File: src/rtl/sha256_stream_core.sv
// sha256_stream_core
//   Byte-streaming SHA-256 engine. Message bytes arrive one per valid cycle
//   (big-endian within each 32-bit word). FIPS 180-4 padding is applied
//   internally. Each 512-bit block takes LOAD (1) + ROUND (64) + UPDATE (1)
//   cycles. The digest is registered on the final UPDATE edge, together with
//   a sticky done flag.
//
// Ports
//   clk         system clock, rising edge
//   rst         synchronous active-high reset
//   start       one-cycle pulse, begins a new message (wins over data_valid)
//   data_in     message byte
//   data_valid  data_in valid this cycle (accepted only while receiving)
//   data_last   marks data_in as the final message byte
//   hash_out    digest {H0..H7}, H0 in [255:224]
//   done        digest valid, held until start or rst
module sha256_stream_core (
    input  logic         clk,
    input  logic         rst,
    input  logic         start,
    input  logic [7:0]   data_in,
    input  logic         data_valid,
    input  logic         data_last,
    output logic [255:0] hash_out,
    output logic         done
);

    typedef enum logic [2:0] {
        S_IDLE, S_RECV, S_LOAD, S_ROUND, S_UPDATE, S_PAD, S_FINAL
    } state_t;

    localparam logic [31:0] K [64] = '{
        32'h428a2f98, 32'h71374491, 32'hb5c0fbcf, 32'he9b5dba5,
        32'h3956c25b, 32'h59f111f1, 32'h923f82a4, 32'hab1c5ed5,
        32'hd807aa98, 32'h12835b01, 32'h243185be, 32'h550c7dc3,
        32'h72be5d74, 32'h80deb1fe, 32'h9bdc06a7, 32'hc19bf174,
        32'he49b69c1, 32'hefbe4786, 32'h0fc19dc6, 32'h240ca1cc,
        32'h2de92c6f, 32'h4a7484aa, 32'h5cb0a9dc, 32'h76f988da,
        32'h983e5152, 32'ha831c66d, 32'hb00327c8, 32'hbf597fc7,
        32'hc6e00bf3, 32'hd5a79147, 32'h06ca6351, 32'h14292967,
        32'h27b70a85, 32'h2e1b2138, 32'h4d2c6dfc, 32'h53380d13,
        32'h650a7354, 32'h766a0abb, 32'h81c2c92e, 32'h92722c85,
        32'ha2bfe8a1, 32'ha81a664b, 32'hc24b8b70, 32'hc76c51a3,
        32'hd192e819, 32'hd6990624, 32'hf40e3585, 32'h106aa070,
        32'h19a4c116, 32'h1e376c08, 32'h2748774c, 32'h34b0bcb5,
        32'h391c0cb3, 32'h4ed8aa4a, 32'h5b9cca4f, 32'h682e6ff3,
        32'h748f82ee, 32'h78a5636f, 32'h84c87814, 32'h8cc70208,
        32'h90befffa, 32'ha4506ceb, 32'hbef9a3f7, 32'hc67178f2
    };

    localparam logic [31:0] IV [8] = '{
        32'h6a09e667, 32'hbb67ae85, 32'h3c6ef372, 32'ha54ff53a,
        32'h510e527f, 32'h9b05688c, 32'h1f83d9ab, 32'h5be0cd19
    };

    function automatic logic [31:0] rotr(input logic [31:0] x, input int unsigned n);
        return (x >> n) | (x << (32 - n));
    endfunction

    // ------------------------------------------------------------------
    // State
    // ------------------------------------------------------------------
    state_t        state_q, state_d;
    logic [7:0]    buf_q [64];
    logic [5:0]    byte_idx_q;
    logic [63:0]   bitlen_q;
    logic [31:0]   h_q   [8];
    logic [31:0]   wv_q  [8];   // a..h
    logic [31:0]   w_q   [16];  // w_q[k] = W[t+k] during round t
    logic [5:0]    round_q;
    logic          pad_pend_q;  // message ended on a block boundary
    logic          len_pend_q;  // length did not fit, a zero+length block follows
    logic          final_q;     // block being compressed is the last one
    logic [255:0]  hash_q;
    logic          done_q;

    // control strobes
    logic byte_wr, load_en, round_en, upd_en, pad_en;

    // ------------------------------------------------------------------
    // FSM: state register
    // ------------------------------------------------------------------
    always_ff @(posedge clk) begin
        if (rst) state_q <= S_IDLE;
        else     state_q <= state_d;
    end

    // ------------------------------------------------------------------
    // FSM: next state
    // ------------------------------------------------------------------
    always_comb begin
        state_d = state_q;
        case (state_q)
            S_IDLE:  state_d = S_IDLE;
            S_RECV: begin
                if (data_valid) begin
                    if (byte_idx_q == 6'd63) state_d = S_LOAD;
                    else if (data_last)      state_d = S_PAD;
                end
            end
            S_LOAD:  state_d = S_ROUND;
            S_ROUND: if (round_q == 6'd63) state_d = S_UPDATE;
            S_UPDATE: begin
                if (final_q)                       state_d = S_FINAL;
                else if (pad_pend_q || len_pend_q) state_d = S_PAD;
                else                               state_d = S_RECV;
            end
            S_PAD:   state_d = S_LOAD;
            S_FINAL: state_d = S_FINAL;
            default: state_d = S_IDLE;
        endcase
        if (start) state_d = S_RECV;
    end

    // ------------------------------------------------------------------
    // FSM: output decode
    // ------------------------------------------------------------------
    always_comb begin
        byte_wr  = 1'b0;
        load_en  = 1'b0;
        round_en = 1'b0;
        upd_en   = 1'b0;
        pad_en   = 1'b0;
        case (state_q)
            S_RECV:   byte_wr  = data_valid;
            S_LOAD:   load_en  = 1'b1;
            S_ROUND:  round_en = 1'b1;
            S_UPDATE: upd_en   = 1'b1;
            S_PAD:    pad_en   = 1'b1;
            default:  ;
        endcase
    end

    // ------------------------------------------------------------------
    // Round function and schedule
    // ------------------------------------------------------------------
    logic [31:0] big_s0, big_s1, ch, maj, t1, t2, w_nx;
    logic [31:0] h_sum [8];
    logic        len_fits;

    always_comb begin
        big_s1 = rotr(wv_q[4], 6) ^ rotr(wv_q[4], 11) ^ rotr(wv_q[4], 25);
        ch     = (wv_q[4] & wv_q[5]) ^ (~wv_q[4] & wv_q[6]);
        t1     = wv_q[7] + big_s1 + ch + K[round_q] + w_q[0];
        big_s0 = rotr(wv_q[0], 2) ^ rotr(wv_q[0], 13) ^ rotr(wv_q[0], 22);
        maj    = (wv_q[0] & wv_q[1]) ^ (wv_q[0] & wv_q[2]) ^ (wv_q[1] & wv_q[2]);
        t2     = big_s0 + maj;
        // W[t+16]; computed every round, the last 16 are simply unused
        w_nx   = (rotr(w_q[14], 17) ^ rotr(w_q[14], 19) ^ (w_q[14] >> 10))
               + w_q[9]
               + (rotr(w_q[1], 7) ^ rotr(w_q[1], 18) ^ (w_q[1] >> 3))
               + w_q[0];
        for (int i = 0; i < 8; i++) h_sum[i] = h_q[i] + wv_q[i];
        // the 0x80 at byte_idx still leaves bytes 56..63 free for the length
        len_fits = (byte_idx_q <= 6'd55);
    end

    // ------------------------------------------------------------------
    // Datapath
    // ------------------------------------------------------------------
    always_ff @(posedge clk) begin
        if (rst) begin
            for (int i = 0; i < 64; i++) buf_q[i] <= 8'h00;
            for (int i = 0; i < 8; i++) begin
                h_q[i]  <= 32'h0;
                wv_q[i] <= 32'h0;
            end
            for (int i = 0; i < 16; i++) w_q[i] <= 32'h0;
            byte_idx_q <= 6'd0;
            bitlen_q   <= 64'd0;
            round_q    <= 6'd0;
            pad_pend_q <= 1'b0;
            len_pend_q <= 1'b0;
            final_q    <= 1'b0;
            hash_q     <= 256'h0;
            done_q     <= 1'b0;
        end else if (start) begin
            for (int i = 0; i < 8; i++) h_q[i] <= IV[i];
            byte_idx_q <= 6'd0;
            bitlen_q   <= 64'd0;
            pad_pend_q <= 1'b0;
            len_pend_q <= 1'b0;
            final_q    <= 1'b0;
            done_q     <= 1'b0;
        end else begin
            if (byte_wr) begin
                buf_q[byte_idx_q] <= data_in;
                byte_idx_q        <= byte_idx_q + 6'd1;
                bitlen_q          <= bitlen_q + 64'd8;
                if (byte_idx_q == 6'd63) pad_pend_q <= data_last;
            end

            if (pad_en) begin
                for (int i = 0; i < 64; i++) begin
                    if (len_pend_q)                 buf_q[i] <= 8'h00;
                    else if (6'(i) == byte_idx_q)   buf_q[i] <= 8'h80;
                    else if (6'(i) > byte_idx_q)    buf_q[i] <= 8'h00;
                end
                // later assignment overrides the zero fill above
                if (len_pend_q || len_fits) begin
                    for (int j = 0; j < 8; j++)
                        buf_q[56 + j] <= bitlen_q[63 - 8*j -: 8];
                end
                pad_pend_q <= 1'b0;
                if (len_pend_q) begin
                    len_pend_q <= 1'b0;
                    final_q    <= 1'b1;
                end else if (len_fits) begin
                    final_q    <= 1'b1;
                end else begin
                    len_pend_q <= 1'b1;
                end
            end

            if (load_en) begin
                for (int i = 0; i < 8; i++) wv_q[i] <= h_q[i];
                for (int i = 0; i < 16; i++)
                    w_q[i] <= {buf_q[4*i], buf_q[4*i+1], buf_q[4*i+2], buf_q[4*i+3]};
                round_q <= 6'd0;
            end

            if (round_en) begin
                wv_q[7] <= wv_q[6];
                wv_q[6] <= wv_q[5];
                wv_q[5] <= wv_q[4];
                wv_q[4] <= wv_q[3] + t1;
                wv_q[3] <= wv_q[2];
                wv_q[2] <= wv_q[1];
                wv_q[1] <= wv_q[0];
                wv_q[0] <= t1 + t2;
                for (int i = 0; i < 15; i++) w_q[i] <= w_q[i+1];
                w_q[15] <= w_nx;
                round_q <= round_q + 6'd1;
            end

            if (upd_en) begin
                for (int i = 0; i < 8; i++) h_q[i] <= h_sum[i];
                if (final_q) begin
                    hash_q <= {h_sum[0], h_sum[1], h_sum[2], h_sum[3],
                               h_sum[4], h_sum[5], h_sum[6], h_sum[7]};
                    done_q <= 1'b1;
                end
            end
        end
    end

    assign hash_out = hash_q;
    assign done     = done_q;

endmodule

File: config.mk
export PLATFORM = sky130hd
export DESIGN_NAME = sha256_stream_core
export DESIGN_NICKNAME = d
export VERILOG_FILES = /design/src/rtl/sha256_stream_core.sv
export SDC_FILE = /design/constraint.sdc
export NUM_CORES = 2
export LEC_CHECK = 0
export BUFFER_PORTS_ARGS = -buffer_cell sky130_fd_sc_hd__buf_4
export CORE_MARGIN = 4
export CORE_UTILIZATION = 35
export CTS_CLUSTER_SIZE = 30
export DETAILED_ROUTE_END_ITERATION = 10
export SETUP_SLACK_MARGIN = 0.02
export SLEW_MARGIN = 0
export SYNTH_ARGS = -nofsm -noshare
export SYNTH_HDL_FRONTEND = slang
export SYNTH_SLANG_ARGS = --single-unit
File: constraint.sdc
create_clock -name clk -period 14.91 [get_ports clk]
set_input_delay 2.2365 -clock clk [delete_from_list [all_inputs] [get_ports clk]]
set_output_delay 2.2365 -clock clk [all_outputs]
set_load 0.01 [all_outputs]
---- Word level (Yosys, flattened, before mapping) ----
Memory sizes are Yosys's and may differ from the RTL's.
Cells that the tools add are included.
cells by class
  reductions and logical operators ........ 15
  bitwise gates (word level) .............. 293
  add/sub/neg operators ................... 21
  equal/unequal tests ..................... 77
  magnitude comparators ................... 66
  mux-type cells .......................... 1151
operators by type and width
  operator                                                              number
  32-bit two-way mux                                                    66
  8-bit two-way mux                                                     201
  1-bit two-way mux                                                     874
  32-bit adder                                                          18
  32-bit bitwise XOR                                                    9
  1-bit bitwise OR                                                      264
  6-bit equality test, first input constant                             32
  6-bit > comparator, first input constant                              32
  32-bit AND                                                            5
  5-bit by 6-bit equality test with 1-bit output, first input constant  16
  5-bit by 6-bit > comparator with 1-bit output, first input constant   16
  64-bit by 4-bit adder with 64-bit output, second input constant       1
  4-bit by 6-bit equality test with 1-bit output, first input constant  8
  4-bit by 6-bit > comparator with 1-bit output, first input constant   8
  32-bit inverter                                                       1
  10-bit by 32-bit bitwise OR with 32-bit output                        1
  13-bit by 32-bit bitwise OR with 32-bit output                        1
  14-bit by 32-bit bitwise OR with 32-bit output                        1
  15-bit by 32-bit bitwise OR with 32-bit output                        1
  19-bit by 32-bit bitwise OR with 32-bit output                        1
  21-bit by 32-bit bitwise OR with 32-bit output                        1
  25-bit by 32-bit bitwise OR with 32-bit output                        1
  26-bit by 32-bit bitwise OR with 32-bit output                        1
  30-bit by 32-bit bitwise OR with 32-bit output                        1
  32 further kinds                                                      63
storage, ports and cells
  memories ................................ 5
  RAM bits ................................ 1536
  bits in registers ....................... 339
  word-level logic and storage cells ...... 1638
  input port bits ......................... 13
  bits in read-only memories .............. 2048
memories
  memory            words  bits a word  rd ports  clocked after Yosys merged registers in  write ports  line  source
  (name not given)  64     32           1         0                                        0            144   t1 = wv_q[7] + big_s1 + ch + K[round_q] + w_q[0];
  buf_q             64     8            64        0                                        64           64    logic [7:0] buf_q [64];
  w_q               16     32           16        0                                        16           69    logic [31:0] w_q [16];
  h_q               8      32           8         0                                        8            67    logic [31:0] h_q [8];
  wv_q              8      32           8         0                                        8            68    logic [31:0] wv_q [8];

---- Longest topological paths before layout ----
  word-level depth ........................ 10
  mapped depth ............................ 40
  depth with buffers taken out ............ 38

---- Worst setup path before layout ----
OpenSTA, ideal clock, no wires.
  path kind ............................... input to register
  start ................................... input port rst
  end ..................................... memory w_q[3][4] (netlist: w_q[0][100]), enable pin
  stages on the path ...................... 5
  setup slack ............................. 2.401 ns
  required time ........................... 14.132 ns
  buffers on the path ..................... 4
  arrival time ............................ 11.731 ns
  path through ............................ clkbuf_1 -> clkbuf_1 -> clkbuf_1 -> clkbuf_1 -> nand2b_1
RTL lines
  item             line  source
  start, declared  19    input logic rst,
  end, declared    69

==> flow_summary.json <==
{
  "status": "complete, no violations",
  "synth.most_common_cell": "sky130_fd_sc_hd__edfxtp_1",
  "synth_nets": 9826,
  "final_max_slew_viol_count": 0,
  "synth.ff_latch_count": 1872,
  "ff_latch_area_sq_um": 51890,
  "leakagePower_nw": 43.57,
  "grt_antenna_before_repair": 11,
  "cp-end-kind": "register",
  "most_area_consuming_cells_after_synthesis": "sky130_fd_sc_hd__edfxtp_1, sky130_fd_sc_hd__dfxtp_1, sky130_fd_sc_hd__a22o_1, sky130_fd_sc_hd__ha_1, sky130_fd_sc_hd__fa_1",
  "wirelength_um": 353600,
  "drtAntennaViolNets": 0,
  "dp.final_hpwl_um": 252100,
  "io_buffer_count": 269,
  "period_share_pct": 69.93,
  "grt_first_pass_wirelength_um": 507400,
  "clkSlewWorstSetupHoldPaths_ns": 0.06,
  "netlist-cell-type-count": 99,
  "drt_iter0_drc": 8689,
  "worstSkewPairLatency_ns": 0.89,
  "ctsRootBufferMaster": "sky130_fd_sc_hd__clkbuf_16",
  "syn-instance-count": 9224,
  "die_x_um": 544.1,
  "clock_tree.buffer_depth": 4,
  "core_area_sq_um": 285700,
  "cts_tree": "done",
  "irDropWorstVdd_mv": 0.1156,
  "track_usage_pct": 23.02,
  "min_path_type": "reg2reg",
  "tightestPinTransition_ns": 1.318,
  "worst_path_largest_cell_delay_ns": 0.90,
  "overflow": 0,
  "post_synth_instance_area_sq_um": 100600,
  "floorplan.initialDensity_pct": 35.21,
  "cts.htree.levels": 4,
  "vias": 75520,
  "finalWorstPathRequiredPeriod_ns": 10.43,
  "post_cts_hold_buffer_count": 0,
  "edff_count_synth": 1440,
  "setup-violations-final": 0,
  "hold_fails_final_rpt": 0,
  "clock_tree_sinks": 1872,
  "layout.filler_cells": 27410,
  "synth-async-reset-ratio_pct": 0,
  "drt_pre_antenna_iters": 6,
  "synthToLayoutAreaGrowth_pct": 12.06,
  "num_rows": 196,
  "synth_top_area_cell": "sky130_fd_sc_hd__edfxtp_1",
  "worstPathArrival_ns": 11.00,
  "cellPowerDensity_nw_per_um2": 135.8,
  "cts_resized": 0,
  "ratio_of_cells_with_drive_above_1_in_the_final_layout_pct": 8.420,
  "max_freq_mhz": 95.91,
  "critical_path.max_fanout": 18,
  "vias_per_cell": 5.744,
  "setup_crit_start_kind": "register",
  "tritoncts.num_buffers": 203,
  "critPathKind": "reg2reg",
  "multiInputGateArea_sq_um": 45620,
  "required_time_worst_endpoint_ns": 15.48,
  "die-area_sq_um": 296000,
  "number_of_primary_i_o_pins": 270,
  "yosys.area.top_type_share_pct": 42.99,
  "wl_per_cell_um": 26.90,
  "num-nets-final": 9812,
  "yosys-top-cells-count": "sky130_fd_sc_hd__edfxtp_1, sky130_fd_sc_hd__nand2_1, sky130_fd_sc_hd__a22o_1, sky130_fd_sc_hd__a21oi_1, sky130_fd_sc_hd__clkbuf_1",
  "syn_avg_cell_area_sq_um": 10.91,
  "gp_congestion": 0.9718,
  "final.setup_skew_ns": 0.07608,
  "final_util_pct": 39.45,
  "crit_path_top_delay_cell": "sky130_fd_sc_hd__ha_1",
  "yosysSeqAreaShare_pct": 51.59,
  "synthFlopType": "sky130_fd_sc_hd__edfxtp_1",
  "cts_setup_buffers": 0,
  "slew-limit-headroom_pct": 12.16,
  "grt_setup_unrepaired": "false",
  "grt_start_max_net_pins": 199,
  "grt_pass1_vias": 71890,
  "fp.dieH_um": 544.1,
  "drcViolationCount": 0,
  "synth.yosys.warnings": 0,
  "setup-tns-final_ns": 0,
  "maxCapViolCount": 0
}
==> layout by cell type (no fill, tap or decap), drive strengths merged, types with 91 or more instances in the layout <==
cell type  synthesis  routed
o21ai            507     507
a211oi            95      95
nor3             120     120
edfxtp          1440    1440
a21oi            631     631
clkbuf           532     282
xnor2            441     441
fa               195     195
buf               59     372
dfxtp            432     432
a21o             191     191
nand2            977     977
a22o             680     680
nand3             91      91
nor2             524     524
xor2             212     212
inv              263     274
and3              98      98
ha               394     394
and2             443     443
==> worst paths after layout <==
path / startpoint / endpoint / slack (ns) / cells after the start
max: round_q[1] / wv_q[0][31] / 4.48 / 34
min: hash_out[238] / hash_out[238] / 0.45 / 2
max reg2reg: round_q[1] / wv_q[0][31] / 4.48 / 34
min reg2reg: hash_out[238] / hash_out[238] / 0.45 / 2
==> cell families after synthesis <==
family | Yosys count | share of synthesized area [%]
DFF | 1872 | 51.59
and+or+nand+nor | 2615 | 12.48
buffers and inverters | 855 | 3.194
adders and majority gates | 612 | 9.011
muxes | 49 | 0.6008
xor gates and xnor gates | 653 | 5.686
AOI/OAI and AO/OA | 2568 | 17.44
==> cell type report <==
cell class              instances  share of cell area [%]
multi-input cells            6497                   40.47
flip-flops and latches       1872                   46.04
well taps                    3762                   4.176
clock buffers                 282                   5.185
inverters                     264                  0.8814
diodes                         13                 0.02886
repair buffers                372                   2.551
clock inverters                84                  0.6660
==> state kept, by name, indices dropped and copies added, names as in the netlist, 3 cells and up <==
name / cells
buf_q: 512
w_q: 512
h_q: 256
hash_out: 256
wv_q: 256
bitlen_q: 61
byte_idx_q: 6
round_q: 6
state_q: 3
==> per-stage QoR <==
stage,std cells,hold slack (ns),power (mW),worst slack (ns),cell area [sq um]
2_1_floorplan,9224,0.4531,8.969,2.401,100600
3_3_place_gp,12770,0.4447,10.24,4.650,106100
3_5_place_dp,12770,0.4488,10.25,4.637,106100
4_1_cts,13130,0.4567,15.33,4.579,112700
5_1_grt,13140,0.4704,15.95,3.895,112700
6_report,13150,0.4547,15.30,4.483,112700
==> report_power, final <==
part | internal [mW] | switching, mW
Sequential | 5.82 | 0.208
Combinational | 1.58 | 2.63
Clock | 2.90 | 2.17
==> worst max-delay path: cells and delay by family, from the launching register on <==
| kind | cells | cell delay (ns) |
|---|---|---|
| compound gates | 15 | 2.71 |
| simple gates | 6 | 1.67 |
| xor+xnor | 2 | 0.45 |
| flops | 1 | 0.71 |
| buf+inv | 3 | 0.61 |
| fa+ha+maj | 8 | 3.97 |
==> metal layers <==
layer | global-route usage (%) | up-vias | share of wire, %
met1 | 32.48 | 37960 | 43
met3 | 3.246 | 640 | 7.7
met4 | 9.098 | 6 | 4.4
li1 | - | 33620 | -
met5 | 0 | - | 0.012
met2 | 35.68 | 3297 | 45
(Power assumes the default switching activity.)
